`src/rtl/pe_comb_pkg.sv`:
```
// Shared sizing and phase constants for the 5x5 output-stationary systolic array.
// Phase boundaries are expressed as counter values so the top and bench agree.
package pe_comb_pkg;

   localparam int DW             = 8;
   localparam int N              = 5;
   localparam int COMPUTE_CYCLES = 13;
   localparam int DRAIN_CYCLES   = 5;
   localparam int CNT_MAX        = COMPUTE_CYCLES + DRAIN_CYCLES;
   localparam int CNT_W          = $clog2(CNT_MAX + 1);

   typedef logic [CNT_W-1:0] cnt_t;

   // Phase decode from the edge counter value seen at a clock edge.
   function automatic logic is_compute(input cnt_t c);
      return c < cnt_t'(COMPUTE_CYCLES);
   endfunction

   function automatic logic is_drain(input cnt_t c);
      return (c >= cnt_t'(COMPUTE_CYCLES)) && (c < cnt_t'(CNT_MAX));
   endfunction

endpackage

```
`src/rtl/pe_comb_mac_pe.sv`:
```
// One processing element: forwards operands right/down and accumulates
// their wrapped unsigned product while enabled; frozen otherwise.
module mac_pe #(
   parameter int DW = 8
) (
   input  logic          clk,
   input  logic          rst,
   input  logic [DW-1:0] a_in,
   input  logic [DW-1:0] b_in,
   input  logic          en,
   output logic [DW-1:0] a_out,
   output logic [DW-1:0] b_out,
   output logic [DW-1:0] acc
);

   logic [DW-1:0] r_a;
   logic [DW-1:0] r_b;
   logic [DW-1:0] r_acc;
   logic [DW-1:0] w_prod;

   // Low DW bits only: product and sum both wrap mod 2^DW.
   assign w_prod = a_in * b_in;

   always_ff @(posedge clk or posedge rst) begin
      if (rst) begin
         r_a   <= '0;
         r_b   <= '0;
         r_acc <= '0;
      end else if (en) begin
         r_a   <= a_in;
         r_b   <= b_in;
         r_acc <= r_acc + w_prod;
      end
   end

   assign a_out = r_a;
   assign b_out = r_b;
   assign acc   = r_acc;

endmodule

```
`src/rtl/pe_comb.sv`:
```
// 5x5 systolic matrix multiplier: 13 compute edges, then five registered
// row drains, then idle with zero outputs until the next reset.
module pe_comb #(
   parameter int DW = 8,
   parameter int N  = 5
) (
   input  logic          clk,
   input  logic          rst,
   input  logic [DW-1:0] a1,
   input  logic [DW-1:0] a2,
   input  logic [DW-1:0] a3,
   input  logic [DW-1:0] a4,
   input  logic [DW-1:0] a5,
   input  logic [DW-1:0] b1,
   input  logic [DW-1:0] b2,
   input  logic [DW-1:0] b3,
   input  logic [DW-1:0] b4,
   input  logic [DW-1:0] b5,
   output logic [DW-1:0] d_a,
   output logic [DW-1:0] d_b,
   output logic [DW-1:0] d_c,
   output logic [DW-1:0] d_d,
   output logic [DW-1:0] d_e
);
   import pe_comb_pkg::*;

   cnt_t          r_cnt;
   logic          w_en;
   logic          w_drain;
   logic [2:0]    w_row;
   logic [DW-1:0] w_a_edge [N];
   logic [DW-1:0] w_b_edge [N];
   logic [DW-1:0] w_a_q    [N][N];
   logic [DW-1:0] w_b_q    [N][N];
   logic [DW-1:0] w_acc    [N][N];
   logic [DW-1:0] w_sel    [N];
   logic [DW-1:0] r_d      [N];

   assign w_a_edge[0] = a1;
   assign w_a_edge[1] = a2;
   assign w_a_edge[2] = a3;
   assign w_a_edge[3] = a4;
   assign w_a_edge[4] = a5;
   assign w_b_edge[0] = b1;
   assign w_b_edge[1] = b2;
   assign w_b_edge[2] = b3;
   assign w_b_edge[3] = b4;
   assign w_b_edge[4] = b5;

   // r_cnt holds the index of the upcoming edge; it parks at CNT_MAX.
   always_ff @(posedge clk or posedge rst) begin
      if (rst)
         r_cnt <= '0;
      else if (r_cnt != cnt_t'(CNT_MAX))
         r_cnt <= r_cnt + 1'b1;
   end

   assign w_en    = is_compute(r_cnt);
   assign w_drain = is_drain(r_cnt);
   assign w_row   = 3'(r_cnt - cnt_t'(COMPUTE_CYCLES));

   for (genvar i = 0; i < N; i++) begin : g_row
      for (genvar j = 0; j < N; j++) begin : g_col
         logic [DW-1:0] w_ain;
         logic [DW-1:0] w_bin;

         if (j == 0) begin : g_aedge
            assign w_ain = w_a_edge[i];
         end else begin : g_ainner
            assign w_ain = w_a_q[i][j-1];
         end

         if (i == 0) begin : g_bedge
            assign w_bin = w_b_edge[j];
         end else begin : g_binner
            assign w_bin = w_b_q[i-1][j];
         end

         mac_pe #(.DW(DW)) u_pe (
            .clk  (clk),
            .rst  (rst),
            .a_in (w_ain),
            .b_in (w_bin),
            .en   (w_en),
            .a_out(w_a_q[i][j]),
            .b_out(w_b_q[i][j]),
            .acc  (w_acc[i][j])
         );
      end
   end

   always_comb begin
      for (int c = 0; c < N; c++) begin
         w_sel[c] = '0;
         if (w_drain)
            w_sel[c] = w_acc[w_row][c];
      end
   end

   // Zero outside the drain window covers both compute and idle phases.
   always_ff @(posedge clk or posedge rst) begin
      if (rst) begin
         for (int c = 0; c < N; c++)
            r_d[c] <= '0;
      end else begin
         for (int c = 0; c < N; c++)
            r_d[c] <= w_sel[c];
      end
   end

   assign d_a = r_d[0];
   assign d_b = r_d[1];
   assign d_c = r_d[2];
   assign d_d = r_d[3];
   assign d_e = r_d[4];

endmodule

```
`config.mk`:
```
export PLATFORM = sky130hd
export DESIGN_NAME = pe_comb
export DESIGN_NICKNAME = d
export VERILOG_FILES = /design/src/rtl/pe_comb_pkg.sv /design/src/rtl/pe_comb_mac_pe.sv /design/src/rtl/pe_comb.sv
export SDC_FILE = /design/constraint.sdc
export NUM_CORES = 2
export LEC_CHECK = 0
export ABC_AREA = 1
export BUFFER_PORTS_ARGS = -buffer_cell sky130_fd_sc_hd__buf_2
export CORE_MARGIN = 8
export CORE_UTILIZATION = 55
export DETAILED_ROUTE_END_ITERATION = 8
export GPL_TIMING_DRIVEN = 0
export HOLD_SLACK_MARGIN = 0.03
export PLACE_DENSITY = 0.72
export SLEW_MARGIN = 30
export SYNTH_ARGS = -nofsm -noshare
export SYNTH_HDL_FRONTEND = slang
export SYNTH_SLANG_ARGS = --single-unit
```
`constraint.sdc`:
```
create_clock -name clk -period 51.5 [get_ports clk]
set_input_delay 10.3 -clock clk [delete_from_list [all_inputs] [get_ports clk]]
set_output_delay 10.3 -clock clk [all_outputs]
set_load 0.03 [all_outputs]
```
Word-level counts from Yosys, hierarchy flattened
Index checks and enable logic that the tools add are counted.
{"block": "classes", "addsub": 27, "multipliers": 25, "magnitude_cmp": 4, "n_eq_ne": 1, "n_mux": 8, "bitwise": 1, "reduce_logical": 1}
{"operator": "adder 8 bit", "n": 25}
{"operator": "multiplier 8 x 8 -> 8 bit", "n": 25}
{"operator": "binary-select mux 40 bit (select 3 bit)", "n": 1}
{"operator": "2-to-1 mux 40 bit", "n": 2}
{"operator": "2-to-1 mux 8 bit", "n": 5}
{"operator": "adder 5 x 1 -> 5 bit (second input constant)", "n": 1}
{"operator": "greater-or-equal comparator 5 x 4 -> 1 bit (second input constant)", "n": 1}
{"operator": "less-than comparator 5 x 4 -> 1 bit (second input constant)", "n": 1}
{"operator": "less-than comparator 5 bit (second input constant)", "n": 1}
{"operator": "!= test 5 bit (second input constant)", "n": 1}
{"operator": "greater-or-equal comparator 4 bit (second input constant)", "n": 1}
{"operator": "NOT 3 -> 4 bit", "n": 1}
{"operator": "subtractor 3 bit (second input constant)", "n": 1}
{"operator": "logical AND 1 bit", "n": 1}
{"block": "totals", "reg_bits": 565, "input_bits": 82, "output_inout_bits": 40, "wordCells": 138}

Depth between registers and ports, before layout
{"block": "depth", "depth_word": 6, "mapped_depth": 24}

Modules after synthesis
A second synthesis with hierarchy kept.
{"block": "unflattened", "cells_unflattened": 8072, "hier_area_um2": 57844.2}
{"mod": "mac_pe (g_row[0].g_col[0].u_pe ...)", "n_inst": 20, "cells_each": 298, "area_each_um2": 2162.1, "seq_area_each_um2": 600.6}
{"mod": "mac_pe (g_row[3].g_col[3].u_pe ...)", "n_inst": 5, "cells_each": 286, "area_each_um2": 2134.5, "seq_area_each_um2": 600.6}
{"mod": "pe_comb", "n_inst": 1, "cells_each": 682, "area_each_um2": 3930.0, "seq_area_each_um2": 1126.1}

Worst setup path before layout
No wires, ideal clock.
{"block": "synth_path", "path_type": "input to register", "startpoint": "input b1[0]", "endpoint": "register g_row[0].g_col[0].u_pe.r_acc[7]", "setup_time_ns": 0.117, "arrival_time_ns": 13.658, "required_time_ns": 51.383, "path_slack_ns": 37.725, "path_stages": 20, "cell_sequence": "clkbuf_1 nand2_1 fa_1 inv_1 fa_1 inv_1 fa_1 fa_1 inv_1 ha_1 inv_1 a21oi_1 o21ai_0 nand2_1 nand2_1 nand2_1 inv_1 nand2_1 nand3_1 nand2_1"}
{"block": "synth_via", "elab_chain_len": 2}
{"element": "start: declaration", "line": "pe_comb.sv:14", "source": "input logic [DW-1:0] b1,"}
{"element": "multiplier 8 x 8 -> 8 bit", "line": "pe_comb_mac_pe.sv:22", "source": "assign w_prod = a_in * b_in;"}
{"element": "adder 8 bit", "line": "pe_comb_mac_pe.sv:32", "source": "r_acc <= r_acc + w_prod;"}
{"element": "end signal: assignment", "line": "pe_comb_mac_pe.sv:32"}
{"element": "end: declaration", "line": "pe_comb_mac_pe.sv:18", "source": "logic [DW-1:0] r_acc;"}
Every way passes these cells.
A chain may end at the register's enable or synchronous reset.

Final worst setup path
Same ends and word-level chain as after synthesis.

==> results_dict.tcl <==
set metrics [dict create \
    outcome "complete, no violations" \
    power_leakage_uw 0.03277 \
    synth_most_common_cell "nand2_1" \
    start_util 0.5544 \
    dp.final_hpwl_um 116900 \
    cts-resized-gates 0 \
    setup-violations-final 0 \
    synthFlopType "dfrtp_1" \
    cts_tree "done" \
    synth.ff_latch_count 565 \
    worst_ep_arrival_time_ns 14.07 \
    preCtsSetupSlack_ns 37.31 \
    synth-async-reset-ratio 1.000 \
    synth.top_cell.area_share 0.2736 \
    numClockSinks 565 \
    worst_setup_hold_path_clk_slew_ns 0.06 \
    drt_pre_antenna_iters 6 \
    timing.hold.worst.class "flip-flop to flip-flop" \
    htree_num_levels 3 \
    synth-edff-count 0 \
    seq_power_share 0.225 \
    route.final.wire_length_um 149900 \
    grt.overflow.total 0 \
    setup_repair_after_global_routing_missed_its_margin "no" \
    post_synth_num_cell_types 35 \
    fmaxAchievable_mhz 73.81 \
    slew-limit-headroom 0.2993 \
    finalWorstSetupSlack_ns 37.95 \
    final_layout_size_suffix_gt1_frac 0.07056 \
    drc 0 \
    critPathMaxStageDelay_ns 0.52 \
    crit_fanout 10 \
    synth_largest_area_cell "dfrtp_1" \
    share_clk_of_total_power 0.179 \
    cts-root-buf "clkbuf_16" \
    hold-path-cell-count 2 \
    clkLatencyLatePin_ns 0.63 \
    cp_slowest_cell "fa_1" \
    drt-wirelength-per-cell_um 18.07 \
    synth_top_cells_by_area "dfrtp_1 (27%), nand2_1 (18%), fa_1 (17%)" \
    power.internal_uw 1513 \
    io_buffer_count 99 \
    path_cells "clkbuf_1 > nand2_1 > fa_1 > inv_1 > ha_1 > ha_1 > fa_1 > ha_1 > inv_1 > fa_1 > inv_1 > nand2_1 > a21oi_1 > o21ai_0 > nand2_1 > nand2_1 > nand2_1 > nand3_1 > nand3_1 > nand2_1" \
    critPathKind "input pin to flip-flop" \
    track_usage 0.2918 \
    netlist_area_before_placement_um2 51670 \
    die_area_um2 104000 \
    power.switching_uw 1286 \
    finalClockSkew_ns 0.01753 \
    timing.final.hold_violations 0 \
    via_count 43400 \
    fp.coreArea_um2 93190 \
    first_global_vias 42500 \
    maxCapViolCount 0 \
    power_density_nw_per_um2 49.79 \
    clock_path_buffers 3 \
    instances_no_fill 8300 \
    mean_syn_cell_area_um2 7.581 \
    vdd.ir_drop.worst_uv 32.99 \
    global_route.usage.met1 0.3927 \
    rows 112 \
    holdBufCountCts 0 \
    synth.cells.most_frequent "nand2_1 (2,528), inv_1 (1,442), dfrtp_1 (565)" \
    max_slew.worst_pin.slew_ns 1.043 \
    ant_nets 0 \
    cts_inserted_buffers 67 \
    critical_path.endpoint_type "flip-flop" \
    antenna_found_initial 3 \
    post-cts-setup-buffer-count 0 \
    seq_area_frac_synth 0.2736 \
    timing.setup.tns_ns 0 \
    avgViaCountPerCell 5.229 \
    cp-start-kind "input pin" \
    reg2reg_depth 21 \
    grt_first_pass_wirelength_um 236500 \
    syn_to_final_growth_pct 8.812 \
    p_comb_frac 0.597 \
    syn-num-nets 7776 \
    synth.yosys.warnings 0 \
    width_of_the_chip_um 322.5 \
    die_height_um 322.5 \
    cp_data_required_time_ns 52.03 \
    finish.utilization 0.6033 \
    cell_with_the_most_instances_on_the_worst_path "nand2_1" \
    maxSlewViolCount 0 \
    grt_start_max_net_pins 94 \
    gr-max-usage-layer "met2" \
    io-pin-count 122 \
    netlist_instances 6815 \
    numPlacedInstances 8175 \
    first_iter_violations 3897 \
    power.switching_fraction 0.4596 \
    final_nets 7951 \
    fill_cell_total_of_the_finished_layout 8321 \
    final.min_clock_period_ns 13.55 \
    holdWs_ns 0.4783 \
    globalRouteMet2Util 0.4683 \
    gp_congestion 0.9647 \
    gr-usage-met3 0.04900 \
    final_period_utilization 0.2631 \
]
[cell families (layout without fill, tap and decap cells)]
logic type | after synthesis | count (layout) | share of synthesized area
AOI/OAI and AO/OA | 501 | 501 | 0.05262
xor gates and xnor gates | 251 | 251 | 0.04269
adders and majority gates | 879 | 879 | 0.2782
buffers and inverters | 1736 | 1965 | 0.1335
DFF | 565 | 565 | 0.2736
other | 0 | 2 | 0
and+or+nand+nor | 2883 | 2883 | 0.2193
[registers in the layout (all words and copies together), names as in the netlist]
| signal | count |
|---|---|
| d_b | 8 |
| g_row.g_col.u_pe.a_out | 160 |
| g_row.g_col.u_pe.b_out | 160 |
| d_c | 8 |
| d_e | 8 |
| r_cnt | 5 |
| g_row.g_col.u_pe.acc | 200 |
| d_a | 8 |
| d_d | 8 |
[per-layer routing]
metal | up-vias | wire, um
li1 | 20480 | -
met1 | 20920 | 62090
met2 | 1660 | 68130
met3 | 345 | 12430
met4 | 0 | 7304
met5 | - | 0
[final timing paths]
| path | start | end | slack, ns |
|---|---|---|---|
| worst max-delay path | b1[0] | g_row[0].g_col[0].u_pe.acc[7]$_DFFE_PP0N_ | 37.95 |
| min in group asynchronous | rst | g_row[4].g_col[4].u_pe.acc[4]$_DFFE_PP0N_ | 9.66 |
| worst max register to register | g_row[2].g_col[3].u_pe.b_out[1]$_DFFE_PP0N_ | g_row[3].g_col[3].u_pe.acc[7]$_DFFE_PP0N_ | 47.14 |
| worst min-delay path | g_row[3].g_col[4].u_pe.b_out[7]$_DFFE_PP0N_ | g_row[3].g_col[4].u_pe.b_out[7]$_DFFE_PP0N_ | 0.48 |
| max in group asynchronous | rst | g_row[1].g_col[0].u_pe.acc[5]$_DFFE_PP0N_ | 39.82 |
| worst min register to register | g_row[3].g_col[4].u_pe.b_out[7]$_DFFE_PP0N_ | g_row[3].g_col[4].u_pe.b_out[7]$_DFFE_PP0N_ | 0.48 |
[critical path: cells and delay by family]
family | cells | cell delay [ns]
buffers and inverters | 4 | 0.58
and+or+nand+nor | 8 | 0.66
AOI/OAI and AO/OA | 2 | 0.30
adders and majority gates | 6 | 2.25
[final cells by class]
class | count | area [um^2] | share of cell area
Buffer | 291 | 1478 | 0.02628
Antenna cell | 2 | 5.005 | 0.00008902
Timing Repair Buffer | 106 | 688.2 | 0.01224
Inverter | 1445 | 5431 | 0.09661
Sequential cell | 565 | 14140 | 0.2515
Clock buffer | 88 | 1887 | 0.03356
Clock inverter | 35 | 391.6 | 0.006966
Tap cell | 1254 | 1569 | 0.02791
Multi-Input combinational cell | 4514 | 30630 | 0.5449
[cells in the final DEF (no fill, tap or decap), types with 13 or more instances in the layout]
cell type and n:
xnor2_1 134, ha_1 429, o21ai_1 23, clkbuf_16 68, o21ai_0 300, fa_1 450
nand2_1 2528, dfrtp_1 565, buf_2 280, inv_1 1441, clkbuf_1 83, or2_2 13
nor2_1 52, nand3b_1 32, a21oi_2 40, nand3_1 234, buf_4 23, xor2_1 116
a21oi_1 112
[power by group through the flow]
stage	registers, uW	logic (uW)	clock network (uW)
6_report	629	1670	500
3_3_place_gp	630	1570	0
2_1_floorplan	597	1300	0
5_1_grt	639	1960	521
4_1_cts	625	1670	504
3_5_place_dp	632	1640	0
[stage by stage]
step | total power, uW | cell area (um^2)
2_1_floorplan | 1897 | 51670
3_3_place_gp | 2205 | 53730
3_5_place_dp | 2275 | 53940
4_1_cts | 2796 | 56210
5_1_grt | 3120 | 56220
6_report | 2799 | 56220
Note: power is estimated with default switching activity, not from simulation.
